[src/rtl/mem_port_arbiter_if.sv]
// mem_port_arbiter_if
//   Groups the three bus sides around the memory port arbiter:
//     if_*   : instruction-fetch requester (read only)
//     dm_*   : MEM-stage data requester (MEM_cs / MEM_we)
//     mem_*  : the single-ported memory
//   slave  : arbiter side (takes requests, drives the memory)
//   master : environment side (requesters + memory model)
interface mem_port_arbiter_if #(
    parameter int ADDR_W = 32,
    parameter int DATA_W = 32
);
    logic              if_req_i;
    logic [ADDR_W-1:0] if_addr_i;
    logic [DATA_W-1:0] if_rdata_o;
    logic              if_ack_o;

    logic              dm_cs_i;
    logic              dm_we_i;
    logic [ADDR_W-1:0] dm_addr_i;
    logic [DATA_W-1:0] dm_wdata_i;
    logic [DATA_W-1:0] dm_rdata_o;
    logic              dm_ack_o;

    logic              mem_cs_o;
    logic              mem_we_o;
    logic [ADDR_W-1:0] mem_addr_o;
    logic [DATA_W-1:0] mem_wdata_o;
    logic [DATA_W-1:0] mem_rdata_i;
    logic              mem_ack_i;

    modport slave (
        input  if_req_i, if_addr_i,
        output if_rdata_o, if_ack_o,
        input  dm_cs_i, dm_we_i, dm_addr_i, dm_wdata_i,
        output dm_rdata_o, dm_ack_o,
        output mem_cs_o, mem_we_o, mem_addr_o, mem_wdata_o,
        input  mem_rdata_i, mem_ack_i
    );

    modport master (
        output if_req_i, if_addr_i,
        input  if_rdata_o, if_ack_o,
        output dm_cs_i, dm_we_i, dm_addr_i, dm_wdata_i,
        input  dm_rdata_o, dm_ack_o,
        input  mem_cs_o, mem_we_o, mem_addr_o, mem_wdata_o,
        output mem_rdata_i, mem_ack_i
    );
endinterface

[src/rtl/mem_port_arbiter.sv]
// mem_port_arbiter
//   Shares one single-ported memory between instruction fetch (IF) and the
//   MEM stage (DM). Each access is granted from IDLE, the memory request is
//   registered onto mem_*_o, and the owner is acked (combinationally) when
//   mem_ack_i arrives or when the access times out. DM wins arbitration
//   unless it has already taken MAX_DM_BURST grants in a row while IF waited.
// Ports
//   clk_i, rst_n_i : clock (rising edge), async active-low reset
//   bus (slave)    : IF / DM requester sides and memory side
//   stall_o        : some request is outstanding and not acked this cycle
//   err_o          : sticky, set by any access timeout
module mem_port_arbiter #(
    parameter int ADDR_W       = 32,
    parameter int DATA_W       = 32,
    parameter int MAX_DM_BURST = 4,
    parameter int TIMEOUT      = 15
) (
    input  logic                clk_i,
    input  logic                rst_n_i,
    mem_port_arbiter_if.slave   bus,
    output logic                stall_o,
    output logic                err_o
);
    localparam int BW = $clog2(MAX_DM_BURST + 1);
    localparam int TW = $clog2(TIMEOUT + 1);

    typedef enum logic [1:0] {IDLE, IF_BUSY, DM_BUSY} state_t;

    state_t        state, state_nxt;
    logic [BW-1:0] burst_cnt;
    logic [TW-1:0] tmo_cnt;

    logic grant_dm, grant_if;
    logic acc_done;   // memory acked the current access
    logic acc_tmo;    // current access abandoned after TIMEOUT busy cycles

    // Next state, grant decision and owner-side ack/rdata.
    always_comb begin
        state_nxt      = state;
        grant_dm       = 1'b0;
        grant_if       = 1'b0;
        acc_done       = 1'b0;
        acc_tmo        = 1'b0;
        bus.if_ack_o   = 1'b0;
        bus.dm_ack_o   = 1'b0;
        bus.if_rdata_o = '0;
        bus.dm_rdata_o = '0;
        case (state)
            IDLE: begin
                // IF only overrides DM once DM has used up its burst allowance.
                if (bus.dm_cs_i && (!bus.if_req_i || burst_cnt < BW'(MAX_DM_BURST))) begin
                    grant_dm  = 1'b1;
                    state_nxt = DM_BUSY;
                end else if (bus.if_req_i) begin
                    grant_if  = 1'b1;
                    state_nxt = IF_BUSY;
                end
            end
            IF_BUSY, DM_BUSY: begin
                if (bus.mem_ack_i)
                    acc_done = 1'b1;
                else if (tmo_cnt == TW'(TIMEOUT))
                    acc_tmo = 1'b1;
                if (acc_done || acc_tmo)
                    state_nxt = IDLE;
                // A timed-out access is acked with zero data.
                if (state == IF_BUSY) begin
                    bus.if_ack_o   = acc_done || acc_tmo;
                    bus.if_rdata_o = acc_done ? bus.mem_rdata_i : '0;
                end else begin
                    bus.dm_ack_o   = acc_done || acc_tmo;
                    bus.dm_rdata_o = acc_done ? bus.mem_rdata_i : '0;
                end
            end
            default: state_nxt = IDLE;
        endcase
    end

    always_ff @(posedge clk_i or negedge rst_n_i) begin
        if (!rst_n_i) begin
            state           <= IDLE;
            bus.mem_cs_o    <= 1'b0;
            bus.mem_we_o    <= 1'b0;
            bus.mem_addr_o  <= '0;
            bus.mem_wdata_o <= '0;
            burst_cnt       <= '0;
            tmo_cnt         <= '0;
            err_o           <= 1'b0;
        end else begin
            state <= state_nxt;
            if (grant_dm) begin
                bus.mem_cs_o    <= 1'b1;
                bus.mem_we_o    <= bus.dm_we_i;
                bus.mem_addr_o  <= bus.dm_addr_i;
                bus.mem_wdata_o <= bus.dm_wdata_i;
                // Only grants taken while IF is waiting count towards the burst.
                if (!bus.if_req_i)
                    burst_cnt <= '0;
                else if (burst_cnt != BW'(MAX_DM_BURST))
                    burst_cnt <= burst_cnt + 1'b1;
            end else if (grant_if) begin
                bus.mem_cs_o   <= 1'b1;
                bus.mem_we_o   <= 1'b0;
                bus.mem_addr_o <= bus.if_addr_i;
                burst_cnt      <= '0;
            end else if (state == IDLE) begin
                burst_cnt <= '0;
            end

            if (state != IDLE) begin
                if (acc_done || acc_tmo) begin
                    bus.mem_cs_o <= 1'b0;
                    tmo_cnt      <= '0;
                end else begin
                    tmo_cnt <= tmo_cnt + 1'b1;
                end
            end

            if (acc_tmo)
                err_o <= 1'b1;
        end
    end

    assign stall_o = (bus.if_req_i & ~bus.if_ack_o) | (bus.dm_cs_i & ~bus.dm_ack_o);

endmodule

[src/flat_wrapper.sv]
// flat-port wrapper written by rule: the top's interface ports become plain ports
module mem_port_arbiter_flat 
#(
    parameter int ADDR_W       = 32,
    parameter int DATA_W       = 32,
    parameter int MAX_DM_BURST = 4,
    parameter int TIMEOUT      = 15
)
  (clk_i, rst_n_i, stall_o, err_o, bus_if_req_i, bus_if_addr_i, bus_if_rdata_o, bus_if_ack_o, bus_dm_cs_i, bus_dm_we_i, bus_dm_addr_i, bus_dm_wdata_i, bus_dm_rdata_o, bus_dm_ack_o, bus_mem_cs_o, bus_mem_we_o, bus_mem_addr_o, bus_mem_wdata_o, bus_mem_rdata_i, bus_mem_ack_i);
  mem_port_arbiter_if #(.ADDR_W(ADDR_W), .DATA_W(DATA_W)) bus_i ();
  input  logic clk_i;
  input  logic rst_n_i;
  output logic stall_o;
  output logic err_o;
  input wire logic [$bits(bus_i.if_req_i)-1:0] bus_if_req_i;
  input wire logic [$bits(bus_i.if_addr_i)-1:0] bus_if_addr_i;
  output wire logic [$bits(bus_i.if_rdata_o)-1:0] bus_if_rdata_o;
  output wire logic [$bits(bus_i.if_ack_o)-1:0] bus_if_ack_o;
  input wire logic [$bits(bus_i.dm_cs_i)-1:0] bus_dm_cs_i;
  input wire logic [$bits(bus_i.dm_we_i)-1:0] bus_dm_we_i;
  input wire logic [$bits(bus_i.dm_addr_i)-1:0] bus_dm_addr_i;
  input wire logic [$bits(bus_i.dm_wdata_i)-1:0] bus_dm_wdata_i;
  output wire logic [$bits(bus_i.dm_rdata_o)-1:0] bus_dm_rdata_o;
  output wire logic [$bits(bus_i.dm_ack_o)-1:0] bus_dm_ack_o;
  output wire logic [$bits(bus_i.mem_cs_o)-1:0] bus_mem_cs_o;
  output wire logic [$bits(bus_i.mem_we_o)-1:0] bus_mem_we_o;
  output wire logic [$bits(bus_i.mem_addr_o)-1:0] bus_mem_addr_o;
  output wire logic [$bits(bus_i.mem_wdata_o)-1:0] bus_mem_wdata_o;
  input wire logic [$bits(bus_i.mem_rdata_i)-1:0] bus_mem_rdata_i;
  input wire logic [$bits(bus_i.mem_ack_i)-1:0] bus_mem_ack_i;
  assign bus_i.if_req_i = bus_if_req_i;
  assign bus_i.if_addr_i = bus_if_addr_i;
  assign bus_if_rdata_o = bus_i.if_rdata_o;
  assign bus_if_ack_o = bus_i.if_ack_o;
  assign bus_i.dm_cs_i = bus_dm_cs_i;
  assign bus_i.dm_we_i = bus_dm_we_i;
  assign bus_i.dm_addr_i = bus_dm_addr_i;
  assign bus_i.dm_wdata_i = bus_dm_wdata_i;
  assign bus_dm_rdata_o = bus_i.dm_rdata_o;
  assign bus_dm_ack_o = bus_i.dm_ack_o;
  assign bus_mem_cs_o = bus_i.mem_cs_o;
  assign bus_mem_we_o = bus_i.mem_we_o;
  assign bus_mem_addr_o = bus_i.mem_addr_o;
  assign bus_mem_wdata_o = bus_i.mem_wdata_o;
  assign bus_i.mem_rdata_i = bus_mem_rdata_i;
  assign bus_i.mem_ack_i = bus_mem_ack_i;
  mem_port_arbiter #(.ADDR_W(ADDR_W), .DATA_W(DATA_W), .MAX_DM_BURST(MAX_DM_BURST), .TIMEOUT(TIMEOUT)) u_core (.clk_i(clk_i), .rst_n_i(rst_n_i), .bus(bus_i), .stall_o(stall_o), .err_o(err_o));
endmodule
[config.mk]
export PLATFORM = sky130hd
export DESIGN_NAME = mem_port_arbiter_flat
export DESIGN_NICKNAME = d
export VERILOG_FILES = /design/src/rtl/mem_port_arbiter_if.sv /design/src/rtl/mem_port_arbiter.sv /design/src/flat_wrapper.sv
export SDC_FILE = /design/constraint.sdc
export NUM_CORES = 1
export LEC_CHECK = 0
export BUFFER_PORTS_ARGS = -buffer_cell sky130_fd_sc_hd__buf_4
export CAP_MARGIN = 5
export CORE_AREA = 2 2 104 106
export DETAILED_ROUTE_END_ITERATION = 10
export DIE_AREA = 0 0 106 108
export GPL_TIMING_DRIVEN = 0
export MAX_ROUTING_LAYER = met4
export PLACE_DENSITY = 0.77
export SLEW_MARGIN = 5
export SYNTH_ARGS = -nofsm -noshare
export SYNTH_HDL_FRONTEND = slang
export SYNTH_SLANG_ARGS = --single-unit
[constraint.sdc]
create_clock -name clk_i -period 3.05 [get_ports clk_i]
set_clock_uncertainty 0.2 [all_clocks]
set_input_delay 0.61 -clock clk_i [delete_from_list [all_inputs] [get_ports clk_i]]
set_output_delay 0.61 -clock clk_i [all_outputs]
set_load 0.01 [all_outputs]
After elaboration in Yosys (flattened, before gate mapping) --
Index checks and enable logic that the tools add are counted. Widths: inputs -> output; s select.
Operators by class: order comparisons 1, reductions and logical operators 12, multiply operators 0, eq/ne operators 7, bitwise logic cells 5, divide/modulo/power cells 0, mux-type cells 39, add/subtract/negate cells 2, shifts and indexed selects 0
Operators with widths (number):
- $mux 32 | 7
- $mux 1 | 22
- $mux 3 | 5
- $mux 2 | 3
- $ne 3x3->1 const B | 2
- $add 4x1->4 const B | 1
- $eq 4x4->1 const B | 1
- $mux 4 | 1
- $pmux 2 s2 | 1
- $reduce_and 2->1 | 2
- $reduce_bool 2->1 | 2
- $add 3x1->3 const B | 1
- $logic_or 1x1->1 | 3
- $lt 3x3->1 const B | 1
- $ne 3x2->1 const B | 1
- $reduce_bool 3->1 | 1
- $and 1x1->1 | 2
- $eq 2x1->1 const B | 1
- $eq 2x2->1 const B | 1
- $logic_not 2->1 | 1
- $ne 2x1->1 const B | 1
- $not 1->1 | 2
- $reduce_or 2->1 | 1
- $logic_and 1x1->1 | 1
- 2 further kinds | 2
Word-level totals: memories kept 0, register bits after elaboration 76, memory bits (read-only) 0, RAM bits 0, latch bits 0, output and inout port bits 134, input bits 134

Longest topological paths before layout --
Gate-level depths: netlist (run 1).
depth after elaboration 10, depth in mapped cells 7, depth with buffers taken out 5

Worst setup path after synthesis (run 1) --
No wires, ideal clock.
path kind reg-to-output, start register u_core.state[0], end output port bus_dm_rdata_o[0], data required time 2.240 ns, cell stages (with the launch flop) 8, data arrival time 1.458 ns, slack 0.782 ns, path buffers 3, cells stage by stage dfrtp_1 inv_1 ha_1 buf_2 nand2b_1 clkbuf_1 clkbuf_1 nor2_1
Between the ends: cells in the longest elaborated chain, start to end 3, elaborated cells on any way between the ends 5, classes of those cells eq/ne (2); mux (2); reduce/logical (1)
Ends and longest elaborated chain:
- start, declared | line mem_port_arbiter.sv:29 | state_t state, state_nxt;
- start signal, assigned | line mem_port_arbiter.sv:90 | state <= state_nxt;
- $eq 2x1->1 / $eq 2x2->1 (equally long branches) | line mem_port_arbiter.sv:48, mem_port_arbiter.sv:67
- $mux 32 / $reduce_or 2->1 (equally long branches) | line mem_port_arbiter.sv:67, mem_port_arbiter.sv:48
- $mux 32 * | line mem_port_arbiter.sv:48 | case (state)
- end, declared | line flat_wrapper.sv:23 | output wire logic [$bits(bus_i.dm_rdata_o)-1:0] bus_dm_rdata_o;
Mark *: on every way between the ends. The rest lies on a longest branch, timed or not.

Final worst setup path (run 1) --
start register u_core.state[0], end output port bus_dm_rdata_o[19]
The elaborated chain is that of the path after synthesis.

==> results of run 1 <==
[flip-flops by register name, summed over array words and instances, names as in the netlist]
name                    count
u_core.bus.mem_we_o         1
u_core.tmo_cnt              4
u_core.err_o                1
u_core.burst_cnt            3
u_core.state                2
u_core.bus.mem_cs_o         1
u_core.bus.mem_wdata_o     32
u_core.bus.mem_addr_o      32
[layout make-up]
class / count / area [sq um]
Buffer: 37 / 193.9
Clock buffer: 10 / 137.6
Clock inverter: 6 / 63.81
Fill cell: 859 / 3736
Inverter: 7 / 26.28
Multi-Input combinational cell: 273 / 2004
Sequential cell: 76 / 1902
Tap cell: 136 / 170.2
Timing Repair Buffer: 266 / 1997
[how the worst max path moves through the flow]
stage / startpoint / cells past startpoint / slack, ns / end
2_1_floorplan: u_core.state[0]$_DFFE_PN0P_ / 7 / 0.78 / bus_dm_rdata_o[0]
3_5_place_dp: u_core.state[0]$_DFFE_PN0P_ / 8 / 0.41 / bus_dm_rdata_o[26]
4_1_cts: u_core.state[0]$_DFFE_PN0P_ / 8 / 0.007 / bus_dm_rdata_o[26]
3_3_place_gp: u_core.state[0]$_DFFE_PN0P_ / 8 / 0.46 / bus_dm_rdata_o[19]
5_1_grt: u_core.state[0]$_DFFE_PN0P_ / 8 / 0.01 / bus_dm_rdata_o[19]
6_report: u_core.state[0]$_DFFE_PN0P_ / 8 / 0.15 / bus_dm_rdata_o[19]
[cells by family (layout without fill, tap and decap cells)]
| group | Yosys count | in the layout | synth area share, % |
|---|---|---|---|
| muxes | 35 | 35 | 12.11 |
| adders and majority gates | 5 | 5 | 1.517 |
| AOI/OAI and AO/OA | 117 | 117 | 23.40 |
| DFF | 76 | 76 | 46.13 |
| and+or+nand+nor | 116 | 116 | 11.59 |
| buffers and inverters | 44 | 326 | 5.250 |
[routing by layer]
layer	track usage, %	part of all wire (%)
met5	-	0
met4	10.43	3.2
met3	5.063	6.5
met2	45.48	53
met1	26.24	37
[power groups by stage]
stage / Clock, W / Sequential, W / Combinational [W]
2_1_floorplan: 0 / 0.00198 / 0.00159
4_1_cts: 0.000817 / 0.00182 / 0.00325
3_5_place_dp: 0 / 0.00181 / 0.00325
3_3_place_gp: 0 / 0.00180 / 0.00317
6_report: 0.000800 / 0.00182 / 0.00323
5_1_grt: 0.000847 / 0.00188 / 0.00347
[synthesized netlist by cell type (3+ instances only)]
library cell | n | area share (%)
dfrtp_1 | 76 | 46
nor2_1 | 67 | 6.1
nand2_1 | 36 | 3.3
a22o_1 | 34 | 7.2
o21bai_1 | 33 | 6.0
o2bb2ai_1 | 33 | 7.0
mux2_4 | 28 | 10
buf_2 | 17 | 2.1
clkbuf_1 | 13 | 1.2
inv_1 | 7 | 0.64
mux2_2 | 7 | 1.9
ha_1 | 5 | 1.5
buf_6 | 4 | 1.1
a31o_2 | 3 | 0.64
and2_1 | 3 | 0.46
buf_1 | 3 | 0.27
nand2b_1 | 3 | 0.46
nand3_1 | 3 | 0.36
[through the flow]
stage	worst slack [ns]	util, %	cells	total power, W
final	0.1517	63.48	811	0.005853
after global routing	0.01491	63.48	811	0.006201
after CTS	0.006655	63.45	811	0.005886
after detailed placement	0.4107	61.48	795	0.005068
after global placement	0.4569	61.48	795	0.004972
after floorplan	0.7819	-	393	0.003575
[timing repair]
| item | 4_1_cts | 5_1_grt |
|---|---|---|
| setup endpoints to repair | 0 | 30 |
| gates resized for setup | 0 | 6 |
| endpoints found under the hold margin | 0 | 0 |
[worst max-delay path, stage by stage (launching register included)]
cell	delay [ns]
dfrtp_1	0.36
inv_1	0.06
ha_1	0.28
buf_2	0.17
nand2b_1	0.08
clkbuf_1	0.27
clkbuf_2	0.27
nor2_1	0.09
buf_4	0.16
==> run_results.csv, run 1 <==
group,metric,value,unit
pwr,p_sw,0.002243,W
clock_network,cts_htree_levels,3,
clock_network,clk_pin_slew,0.08,ns
logic_synthesis,ys_ff_latch,76,
run,maxCapViolations,0,
sta,tns,0,ns
logic_synthesis,synth_cell_types,32,
route,num_vias,4124,
route,routed_wl,14.38,mm
global_route,grt_pass1_vias,4259,
route,drc,0,
logic_synthesis,syn_avg_cell_area,10.49,sq um
die,io_pins,268,
clock_network,holdBufCountCts,0,
clock_network,numCtsBuffers,9,
sta,hold_viol,0,
route,post_drt_wl_per_cell,17.73,um
sta,finalCritPeriodShare,95.03,%
global_route,antenna_found_initial,0,
route,dr.first_iter.drc_count,281,
clock_network,cts_tree,"done",
placement,gp_congestion,0.7696,
die,die_w,106,um
finish,layout-drive-gt1-share,51.26,%
sta,slew_headroom,36.60,%
logic_synthesis,synth-main-ff-cell,"dfrtp_1",
pwr,ir_drop,0.4478,mV
pwr,p_int,0.003610,W
worst_setup_path,worst-setup-path-type,"flip-flop to primary output",
pwr,swShare,38.32,%
worst_setup_path,worst-r2r-setup-slack,1.09,ns
sta,fmax,345.0,MHz
route,drt-vias-per-instance,5.085,
sta,rsz0062_at_grt,"no",
clock_network,cts_sinks,76,
sta,whs,0.2082,ns
global_route,grt_max_degree,77,
placement,dp_hpwl,11.27,mm
worst_setup_path,arrival,2.09,ns
clock_network,postCtsSetupBuffers,0,
placement,port_buffers,266,
pwr,power_frac_seq,31.1,%
pwr,clockPowerShare,13.7,%
finish,final_common_cell,"buf_4",
finish,fin_nets,809,
logic_synthesis,netlist_area,4123,sq um
pwr,total_leakage_power,3.301,nW
global_route,overflow,0,
global_route,grt_pass1_wl,21.45,mm
clock_network,cts-root-buf,"clkbuf_8",
sta,setup_violations,0,
die,start_util,40.30,%
worst_setup_path,critPathRequiredTime,2.24,ns
die,die_area,11450,sq um
clock_network,ctsLongestPathBuffers,2,
worst_setup_path,r2r_end,"u_core.bus.mem_addr_o[14]$_DFFE_PN0P_",
finish,n_antenna_cell,0,
worst_setup_path,endpoint_kind,"primary output",
hold_path,hold_path.class,"input port to asynchronous set/reset pin",
clock_network,clkLatencyLatePin,0.35,ns
logic_synthesis,async_flop_share,100.0,%
route,first_pass_iters,4,
logic_synthesis,yosys_warnings,0,
die,rows,37,
pwr,combPwrFrac,55.2,%
finish,syn_to_final_growth,57.54,%
sta,worst_pin_slew,0.9511,ns
sta,drv_slew,0,
sta,min_period,2.898,ns
worst_setup_path,reg2reg_depth,6,
finish,fin_area,6495,sq um
finish,final_cell_mix,"buf_4, dfrtp_1, nor2_1, nand2_1, a22o_1",
logic_synthesis,synth_cells,393,
global_route,grtUsageTotal,24.88,%
pwr,powerDensity,901.1,nW/um^2
die,core-area,10230,sq um
worst_setup_path,cp_max_fo,10,
logic_synthesis,synth_edf_count,0,
worst_setup_path,cp-start-kind,"flip-flop",
logic_synthesis,ys_seq_area_share,46.13,%
die,die_y,108,um
logic_synthesis,synth_nets,532,
route,drt.antenna.violating_nets,0,
run_status,status,"completed",
placement,postPlaceCellArea,6290,sq um
worst_setup_path,r2r-start,"u_core.state[0]$_DFFE_PN0P_",
No activity file was read; power rests on OpenSTA's default activity.
==> run 2: changes to the inputs <==
--- a/config.mk
+++ b/config.mk
@@ -5,6 +5,7 @@
 export SDC_FILE = /design/constraint.sdc
 export NUM_CORES = 1
 export LEC_CHECK = 0
+export ABC_AREA = 1
 export BUFFER_PORTS_ARGS = -buffer_cell sky130_fd_sc_hd__buf_4
 export CAP_MARGIN = 5
 export CORE_AREA = 2 2 104 106
@@ -12,7 +13,7 @@
 export DIE_AREA = 0 0 106 108
 export GPL_TIMING_DRIVEN = 0
 export MAX_ROUTING_LAYER = met4
-export PLACE_DENSITY = 0.77
+export PLACE_DENSITY = 0.78
 export SLEW_MARGIN = 5
 export SYNTH_ARGS = -nofsm -noshare
 export SYNTH_HDL_FRONTEND = slang
==> run 2 against run 1 <==
Net effect:
- area after synthesis increased by 3.0%
- combinational power decreased by 6%
- sequential power decreased by 3%
- global-route usage increased by 0.27 points
- setup slack got worse by 0.016 ns
- design area increased by 1.4%
- critical path depth decreased by 2
- die area unchanged
- total power decreased by 5.2%
- sequential share of layout area decreased by 0.41 points
- routed wire length decreased by 3.5%
- first-iteration DRC count increased by 22%
- critical path type unchanged
- critical endpoint is now bus_if_rdata_o[27]
- largest power group unchanged
- highest routed layer unchanged
==> run_results.csv, run 2 <==
group,metric,value,unit
route,dr.first_iter.drc_count,342,
global_route,antenna_found_initial,0,
sta,tns,0,ns
finish,n_antenna_cell,0,
clock_network,clk_pin_slew,0.08,ns
placement,port_buffers,264,
finish,syn_to_final_growth,55.14,%
logic_synthesis,synth_edf_count,0,
clock_network,cts_sinks,76,
logic_synthesis,synth-main-ff-cell,"dfrtp_1",
finish,final_cell_mix,"buf_4, nand2_1, inv_1, dfrtp_1, nor2_1",
worst_setup_path,reg2reg_depth,7,
clock_network,numCtsBuffers,9,
route,post_drt_wl_per_cell,13.42,um
clock_network,ctsResizeCount,0,
global_route,grt_pass1_wl,22.13,mm
finish,final_common_cell,"buf_4",
placement,gp_congestion,0.8772,
sta,slew_headroom,36.85,%
logic_synthesis,netlist_area,4245,sq um
worst_setup_path,r2r-start,"u_core.state[1]$_DFFE_PN0P_",
route,first_pass_iters,4,
worst_setup_path,r2r_end,"u_core.bus.mem_addr_o[11]$_DFFE_PN0P_",
logic_synthesis,ys_ff_latch,76,
clock_network,cts_htree_levels,3,
pwr,ir_drop,0.5380,mV
pwr,powerDensity,842.9,nW/um^2
finish,layout-drive-gt1-share,34.86,%
sta,fmax,343.2,MHz
worst_setup_path,cp-start-kind,"flip-flop",
worst_setup_path,endpoint_kind,"primary output",
sta,rsz0062_at_grt,"no",
logic_synthesis,yosys_warnings,0,
logic_synthesis,async_flop_share,100.0,%
clock_network,ctsLongestPathBuffers,2,
global_route,grtUsageTotal,25.14,%
worst_setup_path,worst-setup-path-type,"flip-flop to primary output",
clock_network,postCtsSetupBuffers,0,
logic_synthesis,synth_cell_types,19,
worst_setup_path,crit_path_end,"bus_if_rdata_o[27]",
sta,worst_pin_slew,0.9473,ns
logic_synthesis,yosys-top-cells-count,"nand2_1, inv_1, dfrtp_1",
worst_setup_path,arrival,2.10,ns
worst_setup_path,worst-r2r-setup-slack,1.22,ns
clock_network,holdBufCountCts,0,
route,drt-vias-per-instance,4.574,
die,io_pins,268,
route,met3_length,1.019,mm
global_route,overflow,0,
pwr,total_leakage_power,3.957,nW
die,rows,37,
logic_synthesis,yosysTopAreaCellShare,44.80,%
route,routed.top_layer,"met4",
worst_setup_path,critPathLaunch,"u_core.state[0]$_DFFE_PN0P_",
logic_synthesis,synth_nets,758,
die,start_util,41.49,%
clock_network,clkLatencyLatePin,0.34,ns
logic_synthesis,yosys.area.top_type,"dfrtp_1",
finish,fin_util,64.38,%
route,drt.antenna.violating_nets,0,
sta,setup_violations,0,
die,core-area,10230,sq um
sta,min_period,2.914,ns
sta,finalCritPeriodShare,95.54,%
clock_network,cts_tree,"done",
die,die_area,11450,sq um
logic_synthesis,yosysMostFrequentCell,"nand2_1",
logic_synthesis,ys_top_cells_by_area,"dfrtp_1, nand2_1, inv_1, nor2_1, nand4_1",
placement,dp_hpwl,10.72,mm
finish,fin_nets,1033,
logic_synthesis,syn_avg_cell_area,6.858,sq um
global_route,grt_max_degree,77,
route,wl_met2,6.607,mm
die,die_y,108,um
route,wl_met1,6.052,mm
logic_synthesis,synth_cells,619,
sta,drv_slew,0,
run,maxCapViolations,0,
route,drc,0,
run_status,status,"completed",
pwr,total_power,0.005551,W
route,num_vias,4730,
finish,reg_top3,"u_core.bus.mem_addr_o (32), u_core.bus.mem_wdata_o (32), u_core.tmo_cnt (4)",
die,die_w,106,um
worst_setup_path,cp_max_fo,10,
hold_path,hold_path.class,"input port to asynchronous set/reset pin",
logic_synthesis,ys_seq_area_share,44.80,%
sta,hold_viol,0,
route,routed_wl,13.87,mm
worst_setup_path,critPathRequiredTime,2.24,ns
global_route,grt_pass1_vias,4487,
clock_network,cts-root-buf,"clkbuf_8",
-- run 2: cell count changes in the layout (fill, tap and decap cells not counted), moves of 33 or more --
cell       before  now
nand3_1         3   38
inv_1           7   84
o2bb2ai_1      33    0
a22o_1         34    0
nand2_1        36  263
-- run 2: critical path, cell delays in order (launching register included) --
cell	delay (ns)
dfrtp_1	0.39
inv_1	0.06
ha_1	0.36
nand2_1	0.18
buf_1	0.43
nor2_1	0.17
buf_4	0.18
-- run 2: where the power goes --
part	switching [W]	total, W	internal [W]	leakage [nW]
registers	0.000277	0.00177	0.00149	0.935
logic	0.00168	0.00303	0.00135	2.93
clock network	0.000383	0.000759	0.000375	0.0955
total	0.00234	0.00555	0.00321	3.96
-- run 2: cell type report --
| cell class | count | area [sq um] |
|---|---|---|
| Clock buffer | 9 | 123.9 |
| Inverter | 86 | 322.8 |
| Fill cell | 954 | 3645 |
| Buffer | 39 | 235.2 |
| Tap cell | 136 | 170.2 |
| Sequential cell | 76 | 1902 |
| Multi-Input combinational cell | 418 | 1785 |
| Timing Repair Buffer | 264 | 1982 |
| Clock inverter | 6 | 65.06 |
-- run 2: worst min-delay path by stage --
stage	to	cells after the start	from	slack, ns
after floorplan	u_core.burst_cnt[0]$_DFFE_PN0P_	0	rst_n_i	0.11
after global placement	u_core.bus.mem_addr_o[25]$_DFFE_PN0P_	2	u_core.bus.mem_addr_o[25]$_DFFE_PN0P_	0.26
after detailed placement	u_core.bus.mem_wdata_o[13]$_DFFE_PN0P_	2	u_core.bus.mem_wdata_o[13]$_DFFE_PN0P_	0.27
after CTS	u_core.bus.mem_wdata_o[21]$_DFFE_PN0P_	3	bus_dm_wdata_i[21]	0.24
after global routing	u_core.bus.mem_wdata_o[26]$_DFFE_PN0P_	3	bus_dm_wdata_i[26]	0.24
final	u_core.bus.mem_wdata_o[7]$_DFFE_PN0P_	1	rst_n_i	0.22
-- run 2: cell families (layout without fill, tap and decap cells) --
kind of cell | count (synthesis) | count (layout) | share of synthesized area, %
simple gates | 407 | 407 | 39.49
buf+inv | 125 | 404 | 13.14
flops | 76 | 76 | 44.80
compound gates | 6 | 6 | 1.091
fa+ha+maj | 5 | 5 | 1.474
-- run 2: stage by stage --
stage / cell area [sq um] / hold slack (ns) / worst slack [ns] / cells
final: 6586 / 0.2158 / 0.1359 / 1034
after global routing: 6586 / 0.2444 / 0.02755 / 1034
after CTS: 6586 / 0.2400 / 0.1564 / 1034
after detailed placement: 6397 / 0.2672 / 0.5594 / 1019
after global placement: 6397 / 0.2624 / 0.5372 / 1019
after floorplan: 4245 / 0.1144 / 0.9469 / 619
-- run 2: layer usage --
metal	vias up	track usage, %
li1	2420	-
met1	2116	32.72
met2	178	40.78
met3	16	5.184
met4	0	5.827
met5	-	-
